<file path="config.mk">
export PLATFORM = sky130hd
export DESIGN_NAME = move_trail_rewinder
export DESIGN_NICKNAME = d
export VERILOG_FILES = /design/src/rtl/ant_move_pkg.sv /design/src/rtl/move_lifo.sv /design/src/rtl/move_trail_rewinder.sv
export SDC_FILE = /design/constraint.sdc
export NUM_CORES = 1
export LEC_CHECK = 0
export ABC_CLOCK_PERIOD_IN_PS = 3900
export CAP_MARGIN = 20
export CORE_ASPECT_RATIO = 1.5
export CORE_MARGIN = 2
export CORE_UTILIZATION = 40
export CTS_CLUSTER_DIAMETER = 120
export DETAILED_ROUTE_END_ITERATION = 16
export PLACE_DENSITY_LB_ADDON = 0.12
export SYNTH_ARGS = -nofsm -noshare
export SYNTH_HDL_FRONTEND = slang
export SYNTH_HIERARCHICAL = 1
export SYNTH_SLANG_ARGS = --single-unit
</file>
<file path="constraint.sdc">
create_clock -name clk -period 3.9 [get_ports clk]
set_input_delay 0.39 -clock clk [delete_from_list [all_inputs] [get_ports clk]]
set_output_delay 0.39 -clock clk [all_outputs]
set_load 0.02 [all_outputs]
</file>
<file path="src/rtl/ant_move_pkg.sv">
// Shared move codes, inverse-move helper and rewinder FSM states for the ant
// trail logic.
package ant_move_pkg;

  localparam int MOVE_W = 3;

  localparam logic [MOVE_W-1:0] MOVE_N  = 3'd0;
  localparam logic [MOVE_W-1:0] MOVE_NE = 3'd1;
  localparam logic [MOVE_W-1:0] MOVE_E  = 3'd2;
  localparam logic [MOVE_W-1:0] MOVE_SE = 3'd3;
  localparam logic [MOVE_W-1:0] MOVE_S  = 3'd4;
  localparam logic [MOVE_W-1:0] MOVE_SW = 3'd5;
  localparam logic [MOVE_W-1:0] MOVE_W_ = 3'd6;
  localparam logic [MOVE_W-1:0] MOVE_NW = 3'd7;

  typedef enum logic [1:0] {
    RECORD = 2'd0,
    RETURN = 2'd1,
    DONE   = 2'd2
  } trail_state_e;

  // Opposite compass direction: half a turn is +4 mod 8, which is a flip of the MSB.
  function automatic logic [MOVE_W-1:0] inv_move(input logic [MOVE_W-1:0] m);
    return m ^ 3'b100;
  endfunction

endpackage

</file>
<file path="src/rtl/move_lifo.sv">
// Move trail storage: S x W register array indexed by pointer, with depth,
// full and empty. Optional macro TRAIL_WRAP_EN turns the array into a
// circular buffer that overwrites the oldest move when full.
module move_lifo
  import ant_move_pkg::*;
#(
  parameter int W  = MOVE_W,
  parameter int S  = 32,
  parameter int DW = $clog2(S) + 1
) (
  input  logic          clk,
  input  logic          rst,
  input  logic          push,
  input  logic          pop,
  input  logic [W-1:0]  din,
  output logic [W-1:0]  top,
  output logic [DW-1:0] depth,
  output logic          full,
  output logic          empty
);

  localparam int AW = (S > 1) ? $clog2(S) : 1;

  logic [S-1:0][W-1:0] mem_q, mem_d;
  logic [DW-1:0]       depth_q, depth_d;
  logic [AW-1:0]       wr_idx, rd_idx;

`ifdef TRAIL_WRAP_EN
  // Head is the next write slot; the oldest entry sits depth slots behind it.
  logic [AW-1:0] head_q, head_d;
  logic [AW-1:0] head_inc, head_dec;

  // Modular head arithmetic so non-power-of-two depths also wrap correctly.
  always_comb begin
    head_inc = (head_q == AW'(S - 1)) ? '0 : head_q + AW'(1);
    head_dec = (head_q == '0) ? AW'(S - 1) : head_q - AW'(1);
    wr_idx   = head_q;
    rd_idx   = head_dec;
  end
`else
  // Without wrap the depth itself is the stack pointer; pushes stop at full.
  always_comb begin
    wr_idx = AW'(depth_q);
    rd_idx = AW'(depth_q - DW'(1));
  end
`endif

  // Next-state for storage, depth and pointer; push and pop never coincide.
  always_comb begin
    mem_d   = mem_q;
    depth_d = depth_q;
`ifdef TRAIL_WRAP_EN
    head_d  = head_q;
    if (push) begin
      mem_d[wr_idx] = din;
      head_d        = head_inc;
      if (!full) depth_d = depth_q + DW'(1);
    end else if (pop && !empty) begin
      head_d  = head_dec;
      depth_d = depth_q - DW'(1);
    end
`else
    if (push && !full) begin
      mem_d[wr_idx] = din;
      depth_d       = depth_q + DW'(1);
    end else if (pop && !empty) begin
      depth_d = depth_q - DW'(1);
    end
`endif
  end

  // State registers; reset clears the whole trail.
  always_ff @(posedge clk) begin
    if (rst) begin
      mem_q   <= '0;
      depth_q <= '0;
`ifdef TRAIL_WRAP_EN
      head_q  <= '0;
`endif
    end else begin
      mem_q   <= mem_d;
      depth_q <= depth_d;
`ifdef TRAIL_WRAP_EN
      head_q  <= head_d;
`endif
    end
  end

  assign top   = mem_q[rd_idx];
  assign depth = depth_q;
  assign full  = (depth_q == DW'(S));
  assign empty = (depth_q == '0);

endmodule

</file>
<file path="src/rtl/move_trail_rewinder.sv">
// Records outbound ant moves and, on return_req, replays them newest-first as
// inverse moves so the ant walks home. Optional macro TRAIL_WRAP_EN keeps only
// the newest S moves instead of back-pressuring when the trail is full.
module move_trail_rewinder
  import ant_move_pkg::*;
#(
  parameter int W  = MOVE_W,
  parameter int S  = 32,
  parameter int DW = $clog2(S) + 1
) (
  input  logic          clk,
  input  logic          rst,
  input  logic [W-1:0]  move_in,
  input  logic          move_in_valid,
  output logic          move_in_ready,
  input  logic          return_req,
  output logic [W-1:0]  move_out,
  output logic          move_out_valid,
  input  logic          move_out_ready,
  output logic          home,
  output logic [DW-1:0] depth,
  output logic          full,
  output logic          empty,
  output logic          rewinding,
  output logic          overflow
);

`ifdef TRAIL_WRAP_EN
  localparam bit WRAP = 1'b1;
`else
  localparam bit WRAP = 1'b0;
`endif

  trail_state_e state_q, state_d;
  logic         overflow_q, overflow_d;
  logic         push, pop;
  logic [W-1:0] top_move;

  move_lifo #(.W(W), .S(S), .DW(DW)) u_lifo (
    .clk   (clk),
    .rst   (rst),
    .push  (push),
    .pop   (pop),
    .din   (move_in),
    .top   (top_move),
    .depth (depth),
    .full  (full),
    .empty (empty)
  );

  // FSM next-state, handshakes and sticky overflow.
  always_comb begin
    state_d        = state_q;
    overflow_d     = overflow_q;
    move_in_ready  = 1'b0;
    move_out_valid = 1'b0;
    home           = 1'b0;
    rewinding      = 1'b0;
    push           = 1'b0;
    pop            = 1'b0;
    unique case (state_q)
      RECORD: begin
        move_in_ready = WRAP ? 1'b1 : !full;
        push          = move_in_valid && move_in_ready;
        // Non-wrap: a refused push while full; wrap: every overwrite.
        if (WRAP ? (push && full) : (move_in_valid && full)) overflow_d = 1'b1;
        // A move pushed in the same cycle is part of the rewind.
        if (return_req) state_d = (empty && !push) ? DONE : RETURN;
      end
      RETURN: begin
        rewinding      = 1'b1;
        move_out_valid = !empty;
        pop            = move_out_valid && move_out_ready;
        if (empty || (pop && depth == DW'(1))) state_d = DONE;
      end
      DONE: begin
        home    = 1'b1;
        state_d = RECORD;
      end
      default: state_d = RECORD;
    endcase
  end

  // State registers.
  always_ff @(posedge clk) begin
    if (rst) begin
      state_q    <= RECORD;
      overflow_q <= 1'b0;
    end else begin
      state_q    <= state_d;
      overflow_q <= overflow_d;
    end
  end

  assign move_out = move_out_valid ? W'(inv_move(MOVE_W'(top_move))) : W'(MOVE_N);
  assign overflow = overflow_q;

endmodule

</file>
Word-level counts from Yosys, hierarchy flattened. Index checks and enable logic that the tools add are counted.

Add/sub/neg operators: 2. Multiply operators: 0. Div/mod/pow operators: 0. $lt $le $gt $ge: 3. Equality and inequality tests: 6. Shift operators: 0. Muxes and demuxes: 18. Bitwise logic cells: 1. Reduce and logical (&&, ||, !) cells: 17.

Operators by type and width (number): $bwmux 96 (1); $bmux 3 s5 (1); $demux 3 s5 (1); $lt 5x6->1 const B (2); $mux 6 (2); $mux 3 (3); $logic_and 1x1->1 (8); $add 6x1->6 const B (1); $eq 6x1->1 const B (1); $eq 6x6->1 const B (1); $logic_not 6->1 (1); $mux 1 (6); $mux 2 (3); $sub 6x1->6 const B (1); $ge 5x1->1 const B (1); $ne 2x2->1 const B (2); $pmux 2 s2 (1); $reduce_and 2->1 (2); $logic_not 1->1 (3); $eq 2x1->1 const B (1); $eq 2x2->1 const B (1); $logic_not 2->1 (1); $reduce_bool 2->1 (1); $logic_or 1x1->1 (1); $not 1->1 (1).

Flip-flop bits (word level): 105. Latch bits: 0. Bits in writable memories: 0. Memory bits (read-only): 0. Bits of input ports: 8. Output and inout port bits: 16. Logic and storage cells: 82. Memories: 0.

Depth between registers and ports, before layout. Gate-level depths: netlist of run 1.

Depth after elaboration: 8. Depth in mapped cells: 14. Gate-level depth less buffers: 10.

Hierarchy. Netlist of run 1, hierarchy kept.

By module, submodules not included: move_lifo (instances 1, cells an instance 602, area each 5099.9 um2, sequential area each 2042.0 um2); move_trail_rewinder (instances 1, cells an instance 26, area each 207.7 um2, sequential area each 60.1 um2).

Least setup slack after synthesis of run 1. Ideal clock, no wire load.

Path type: register to register. From: reg u_lifo.depth_q[0], in the netlist u_lifo/depth[0]. To: reg u_lifo/mem_q[78] (netlist bit). Setup time: 0.070 ns. Data arrival time: 3.536 ns. Data required time: 3.830 ns. Slack: 0.293 ns. Stages on the path, launching flop included: 15. Path buffers: 5. Period minus slack after synthesis: 3.607 ns. Cell sequence: dfxtp_1 -> buf_4 -> buf_6 -> inv_1 -> ha_1 -> or4b_4 -> nor2_1 -> nor3_1 -> and2_1 -> clkbuf_1 -> buf_2 -> nand3_1 -> buf_1 -> o21ai_0 -> a21oi_1.

Cells in the longest elaborated chain, start to end: 5. Elaborated cells on any way between the ends: 11. Classes of those cells: order compare (2); eq/ne (1); mux (4); reduce/logical (4).

RTL lines: from (decl) (line move_lifo.sv:25) `logic [DW-1:0] depth_q, depth_d;`; from (signal assigned) (line move_lifo.sv:82) `depth_q <= depth_d;`; $eq 6x6->1 (line move_lifo.sv:91) `assign full = (depth_q == DW'(S));`; named net full (line move_trail_rewinder.sv:22) `output logic full,`; $logic_not 1->1 (line move_trail_rewinder.sv:63) `move_in_ready = WRAP ? 1'b1 : !full;`; $logic_and 1x1->1 (line move_trail_rewinder.sv:64) `push = move_in_valid && move_in_ready;`; $mux 1 (line move_trail_rewinder.sv:61) `unique case (state_q)`; named net push (line move_trail_rewinder.sv:36) `logic push, pop;`; $logic_and 1x1->1 (line move_lifo.sv:63) `if (push && !full) begin`; to (signal assigned) (line move_lifo.sv:81) `mem_q <= mem_d;`; to (decl) (line move_lifo.sv:24) `logic [S-1:0][W-1:0] mem_q, mem_d;`.

The timed path passes the listed nets, and every way through them passes these cells. A chain may end at the register's enable or synchronous reset.

Final worst setup path of run 1.
From: reg u_lifo.depth_q[0], in the netlist u_lifo/depth[0]. To: out move_out[2].

Cells in the longest elaborated chain, start to end: 5. Elaborated cells on any way between the ends: 8. Classes of those cells: add/sub (1); mux (4); bitwise (1); reduce/logical (2).

RTL lines: $sub 6x1->6; $bmux 3 s5 (line move_lifo.sv:89) `assign top = mem_q[rd_idx];`; $mux 3 (implied by the code) (line move_lifo.sv:89); named net top_move[2] (line move_trail_rewinder.sv:37) `logic [W-1:0] top_move;`; $not 1->1 (no source line); $mux 3 (line move_trail_rewinder.sv:95) `assign move_out = move_out_valid ? W'(inv_move(MOVE_W'(top_move))) : W'(MOVE_N);`; to (decl) (line move_trail_rewinder.sv:17) `output logic [W-1:0] move_out,`.

The timed path passes the listed nets, and every way through them passes these cells. The select of a mux whose other input is x is not followed.

==> results of run 1 <==
kinds of logic after synthesis:
family / Yosys count
compound gates: 207
simple gates: 197
flops: 105
buf+inv: 62
mux: 49
fa+ha+maj: 5
xor+xnor: 3
flip-flops by register name, summed over array words and instances, names as in the netlist:
register,flops
state_q,2
u_lifo/mem_q,96
u_lifo/depth,6
overflow,1
critical path, cell delays in order, from the launching register on:
cell	delay, ns
dfxtp_2	0.33
buf_4	0.28
buf_4	0.38
mux4_2	0.54
nor2b_1	0.14
a221oi_1	0.28
a2111oi_1	0.10
nor2_1	0.12
clkdlybuf4s50_1	0.61
placed cells by master (no fill, tap or decap), types with 5 or more instances in the layout:
cell type	Yosys	routed
o21ai_0	83	83
dfxtp_1	105	104
nor2_1	55	55
a21oi_1	94	94
nor3_1	6	6
inv_1	6	6
ha_1	5	5
o21ai_1	6	6
nor2b_1	10	10
clkdlybuf4s50_1	0	22
mux2i_1	16	16
buf_4	1	20
mux2_1	6	6
nand3_1	6	6
clkbuf_16	0	10
nand2_1	91	91
mux4_2	24	24
routing by layer:
metal / vias up / part of all wire (%) / track usage, %
li1: 2223 / - / -
met1: 2229 / 41 / 23.6
met2: 104 / 53 / 36.5
met3: 25 / 4.0 / 2.70
met4: 0 / 2.6 / 8.96
met5: - / 0 / 0
stage by stage:
| step | util, % | hold WS [ns] |
|---|---|---|
| 2_1_floorplan | - | 0.450 |
| 3_3_place_gp | 43.5 | 0.456 |
| 3_5_place_dp | 43.5 | 0.464 |
| 4_1_cts | 46.3 | 0.476 |
| 5_1_grt | 46.7 | 0.403 |
| 6_report | 46.7 | 0.392 |
final cells by class:
cell class | count | area, µm²
fillers | 1282 | 6900
multi-input cells | 461 | 2940
flip-flops and latches | 105 | 2100
repair buffers | 44 | 423
clock buffers | 11 | 253
well taps | 159 | 199
clock inverters | 5 | 108
inverters | 7 | 26.3
power by group through the flow:
stage	clock [W]	combinational, W	sequential (W)
after floorplan	0	0.000477	0.00114
after global placement	0	0.000653	0.00113
after detailed placement	0	0.000661	0.00114
after CTS	0.00111	0.000663	0.00111
after global routing	0.00114	0.000715	0.00111
final	0.00108	0.000665	0.00111
worst max-delay path by stage:
| stage | start | endpoint | depth (start not counted) |
|---|---|---|---|
| finish | u_lifo/depth[0] | move_out[2] | 8 |
| global route | u_lifo/depth[0] | move_out[2] | 8 |
| CTS | u_lifo/depth[0] | move_out[2] | 8 |
| detailed placement | u_lifo/depth[0] | move_out[2] | 8 |
| global placement | u_lifo/depth[0] | move_out[2] | 8 |
| floorplan | u_lifo/depth[0] | u_lifo/mem_q[78] | 14 |
==> results.sh, run 1 <==
export IMPL_drive_gt1_share_pct=12.5
export IMPL_synthMuxAreaShare_pct=15.1
export IMPL_max_cap_viol_count=0
export IMPL_synth_simple_area_share_pct=17.0
export IMPL_internal_power_w=0.00203
export IMPL_io_buffer_count=23
export IMPL_ys_seq_area_share_pct=39.6
export IMPL_gp_congestion=0.887
export IMPL_die_w_um=98.1
export IMPL_vias_per_cell=5.78
export IMPL_synth_xor_area_share_pct=0.636
export IMPL_row_count=51
export IMPL_antenna_found_initial=0
export IMPL_start_util_pct=41.0
export IMPL_synth_top_family_by_area="compound AO/OA/AOI/OAI gates"
export IMPL_slew_viol_final=0
export IMPL_syn_nets=641
export IMPL_pwr_share_clk_pct=37.8
export IMPL_num_vias=4581
export IMPL_total_power_w=0.00285
export IMPL_dp_cells=774
export IMPL_antenna_cells=0
export IMPL_drcViolationCount=0
export IMPL_ys_ff_latch=105
export IMPL_path_max_fanout=18
export IMPL_synthTopCellsByArea="dfxtp_1, mux4_2, a21oi_1"
export IMPL_min_period_ns=3.51
export IMPL_synth_top_area_share_pct=39.6
export IMPL_p_leak_nw=2.06
export IMPL_cts_hold_fix_buffers=0
export IMPL_synth_compound_area_share_pct=21.4
export IMPL_fin_nets=641
export IMPL_drt_initial_drc_count=219
export IMPL_clock_latency_ns=0.34
export IMPL_numCtsBuffers=9
export IMPL_clk_path_buf_depth=2
export IMPL_setup_viol=0
export IMPL_hold_depth=2
export IMPL_netSwitchingFraction_pct=28.9
export IMPL_grtUsageTotal_pct=20.3
export IMPL_status="complete, no violations"
export IMPL_slew_limit_headroom_pct=58.2
export IMPL_dieArea_mm2=0.0142
export IMPL_timing_rr_start="u_lifo/depth[0]"
export IMPL_syn_area_per_cell_um2=8.45
export IMPL_rsz0062_at_grt="no"
export IMPL_syn_cell_area_mm2=0.00531
export IMPL_fin_setup_tns_ns=0
export IMPL_endpoint_kind="primary output"
export IMPL_dp_slack_ns=0.740
export IMPL_grt_pass1_vias=4502
export IMPL_yosys_area_top_type="dfxtp_1"
export IMPL_async_reset_ff_share_pct=0
export IMPL_power_density_mw_per_mm2=472
export IMPL_synth_adder_area_share_pct=1.18
export IMPL_hold_path_class="in -> reg"
export IMPL_synth_most_common_cell="dfxtp_1"
export IMPL_cts_setup_buffers=0
export IMPL_place_area_mm2=0.00564
export IMPL_skew_ns=0.00944
export IMPL_ctsHtreeMaxLevel=3
export IMPL_p_switching_w=0.000825
export IMPL_path_clk_slew_ns=0.07
export IMPL_peakVddDrop_uv=193
export IMPL_io_pins=24
export IMPL_required_ns=3.51
export IMPL_synth_commonest_cells="dfxtp_1, a21oi_1, nand2_1"
export IMPL_postRouteAntennaNets=0
export IMPL_reg2reg_depth=10
export IMPL_grt_pass1_wl_um=23300
export IMPL_r2r_end="u_lifo/depth[4]"
export IMPL_tightest_slew_ns=0.627
export IMPL_synth_edf_count=0
export IMPL_ctsResizeCount=0
export IMPL_pwr_share_comb_pct=23.3
export IMPL_fin_ws_ns=0.386
export IMPL_dpl_hpwl_um=9390
export IMPL_grt_max_degree=108
export IMPL_hp_start="rst"
export IMPL_synth_top_flop_cell="dfxtp_1"
export IMPL_final_cells=792
export IMPL_synthesis_instances=628
export IMPL_pwr_share_seq_pct=38.9
export IMPL_hold_end="u_lifo/mem_q[0]"
export IMPL_fin_area_mm2=0.00605
export IMPL_cts_sinks=105
export IMPL_synth_cell_type_count=58
export IMPL_avgRoutedWirePerCell_um=18.1
export IMPL_max_freq_ghz=0.285
export IMPL_core_mm2=0.0130
export IMPL_hold_viol=0
export IMPL_arrival_ns=3.12
export IMPL_die_y_um=145
export IMPL_first_pass_iters=4
export IMPL_min_period_over_period_pct=90.1
export IMPL_tritoncts="yes"
export IMPL_r2r_setup_slack_ns=0.75
export IMPL_cts_root_buf="clkbuf_16"
export IMPL_gr_total_overflow=0
export IMPL_path_class="reg -> out"
export IMPL_finalWirelength_um=14300
export IMPL_synthToLayoutAreaGrowth_pct=14.0
export IMPL_yosys_warnings=6
export IMPL_startpoint_type="flop"
Power figures use the tool's default switching activity.
==> run 2, diff against run 1 <==
- SKIP_CTS_REPAIR_TIMING: unset -> 1
==> results of run 2 <==
The final DEF is identical to that of run 1; final timing and power are the same.
==> run 3, diff against run 2 <==
- MAX_ROUTING_LAYER: unset -> met4
==> run 3 against run 2 <==
Net effect: register-to-register slack got worse by 0.03 ns; die area unchanged; global-route usage is 0.59 points higher; first-iteration DRC count fell by 5.5%; combinational power hardly changed; fmax fell by 0.17%; clock power about the same; clock-buffer cell count unchanged; largest power group unchanged; critical path depth is the same.
==> results.sh, run 3 (same netlist as run 1, synthesis figures left out) <==
export IMPL_clock_latency_ns=0.35
export IMPL_grt_max_degree=108
export IMPL_grtUsageTotal_pct=20.9
export IMPL_r2r_setup_slack_ns=0.72
export IMPL_numCtsBuffers=9
export IMPL_fillers=1283
export IMPL_drt_initial_drc_count=207
export IMPL_tightest_slew_ns=0.631
export IMPL_core_mm2=0.0130
export IMPL_die_y_um=145
export IMPL_min_period_over_period_pct=90.3
export IMPL_drive_gt1_share_pct=12.5
export IMPL_avgRoutedWirePerCell_um=18.2
export IMPL_ctsHtreeMaxLevel=3
export IMPL_max_cap_viol_count=0
export IMPL_vias_per_cell=5.83
export IMPL_arrival_ns=3.13
export IMPL_setup_viol=0
export IMPL_hold_path_class="in -> reg"
export IMPL_dieArea_mm2=0.0142
export IMPL_cts_sinks=105
export IMPL_die_w_um=98.1
export IMPL_place_area_mm2=0.00564
export IMPL_min_period_ns=3.52
export IMPL_antenna_cells=0
export IMPL_synthToLayoutAreaGrowth_pct=14.0
export IMPL_tritoncts="yes"
export IMPL_io_pins=24
export IMPL_timing_rr_start="u_lifo/depth[0]"
export IMPL_fin_setup_tns_ns=0
export IMPL_fin_nets=641
export IMPL_hp_start="rst"
export IMPL_power_density_mw_per_mm2=472
export IMPL_top_register="u_lifo/mem_q"
export IMPL_startpoint_type="flop"
export IMPL_grt_pass1_vias=4497
export IMPL_clk_path_buf_depth=2
export IMPL_start_util_pct=41.0
export IMPL_skew_ns=0.0101
export IMPL_hold_end="u_lifo/mem_q[0]"
export IMPL_layout_commonest_cell="dfxtp_1"
export IMPL_postRouteAntennaNets=0
export IMPL_hold_depth=2
export IMPL_gp_congestion=0.902
export IMPL_hold_viol=0
export IMPL_antenna_found_initial=0
export IMPL_largest_reg_flops=96
export IMPL_row_count=51
export IMPL_cts_root_buf="clkbuf_16"
export IMPL_finalWirelength_um=14400
export IMPL_peakVddDrop_uv=193
export IMPL_final_cell_mix="dfxtp_1, a21oi_1, nand2_1"
export IMPL_path_max_fanout=18
export IMPL_dpl_hpwl_um=9390
export IMPL_max_freq_ghz=0.284
export IMPL_path_class="reg -> out"
export IMPL_endpoint_kind="primary output"
export IMPL_fin_area_mm2=0.00605
export IMPL_p_leak_nw=2.06
export IMPL_io_buffer_count=23
export IMPL_grt_pass1_wl_um=23300
export IMPL_gr_total_overflow=0
export IMPL_reg2reg_depth=10
export IMPL_status="complete, no violations"
export IMPL_r2r_end="u_lifo/depth[4]"
export IMPL_slew_viol_final=0
export IMPL_drcViolationCount=0
export IMPL_slew_limit_headroom_pct=57.9
export IMPL_required_ns=3.51
export IMPL_first_pass_iters=5
export IMPL_path_clk_slew_ns=0.08
export IMPL_rsz0062_at_grt="no"
export IMPL_num_vias=4617
-- run 3: worst max-delay path, cell delays in order, from the launching register on --
cell,delay (ns)
dfxtp_2,0.33
buf_4,0.28
buf_4,0.38
mux4_2,0.54
nor2b_1,0.14
a221oi_1,0.28
a2111oi_1,0.10
nor2_1,0.12
clkdlybuf4s50_1,0.61
-- run 3: metrics by stage --
step	setup WS, ns	power [W]	instances	hold WS, ns	util, %
floorplan	0.293	0.00162	628	0.450	-
global placement	0.733	0.00179	774	0.456	43.5
detailed placement	0.740	0.00180	774	0.464	43.5
CTS	0.345	0.00288	790	0.476	46.3
global route	0.179	0.00297	792	0.381	46.7
finish	0.380	0.00286	792	0.363	46.7
-- run 3: area by class of cell --
class	instances	area [µm²]	share of cell area [%]
clock buffers	11	253	4.18
clock inverters	5	108	1.78
inverters	7	26.3	0.434
multi-input cells	461	2940	48.6
flip-flops and latches	105	2100	34.8
well taps	159	199	3.29
repair buffers	44	423	6.99
-- run 3: routing by layer --
layer / routed length (µm) / vias up / GRT usage (%)
met3: 619 / 30 / 2.70
li1: - / 2220 / -
met2: 7600 / 111 / 36.5
met1: 5760 / 2256 / 23.7
met5: 0 / - / -
met4: 431 / 0 / 8.96
-- run 3: power by group --
part | internal, W | switching [W]
logic | 0.000269 | 0.000397
clock network | 0.000668 | 0.000414
registers | 0.00109 | 0.0000172
-- run 3: worst max-delay path by stage --
stage                          startpoint          endpoint  slack (ns)  depth (start not counted)
after floorplan           u_lifo/depth[0]  u_lifo/mem_q[78]        0.29                         14
after global placement    u_lifo/depth[0]       move_out[2]        0.73                          8
after detailed placement  u_lifo/depth[0]       move_out[2]        0.74                          8
after CTS                 u_lifo/depth[0]       move_out[2]        0.34                          8
after global routing      u_lifo/depth[0]       move_out[2]        0.18                          8
final                     u_lifo/depth[0]       move_out[2]        0.38                          8
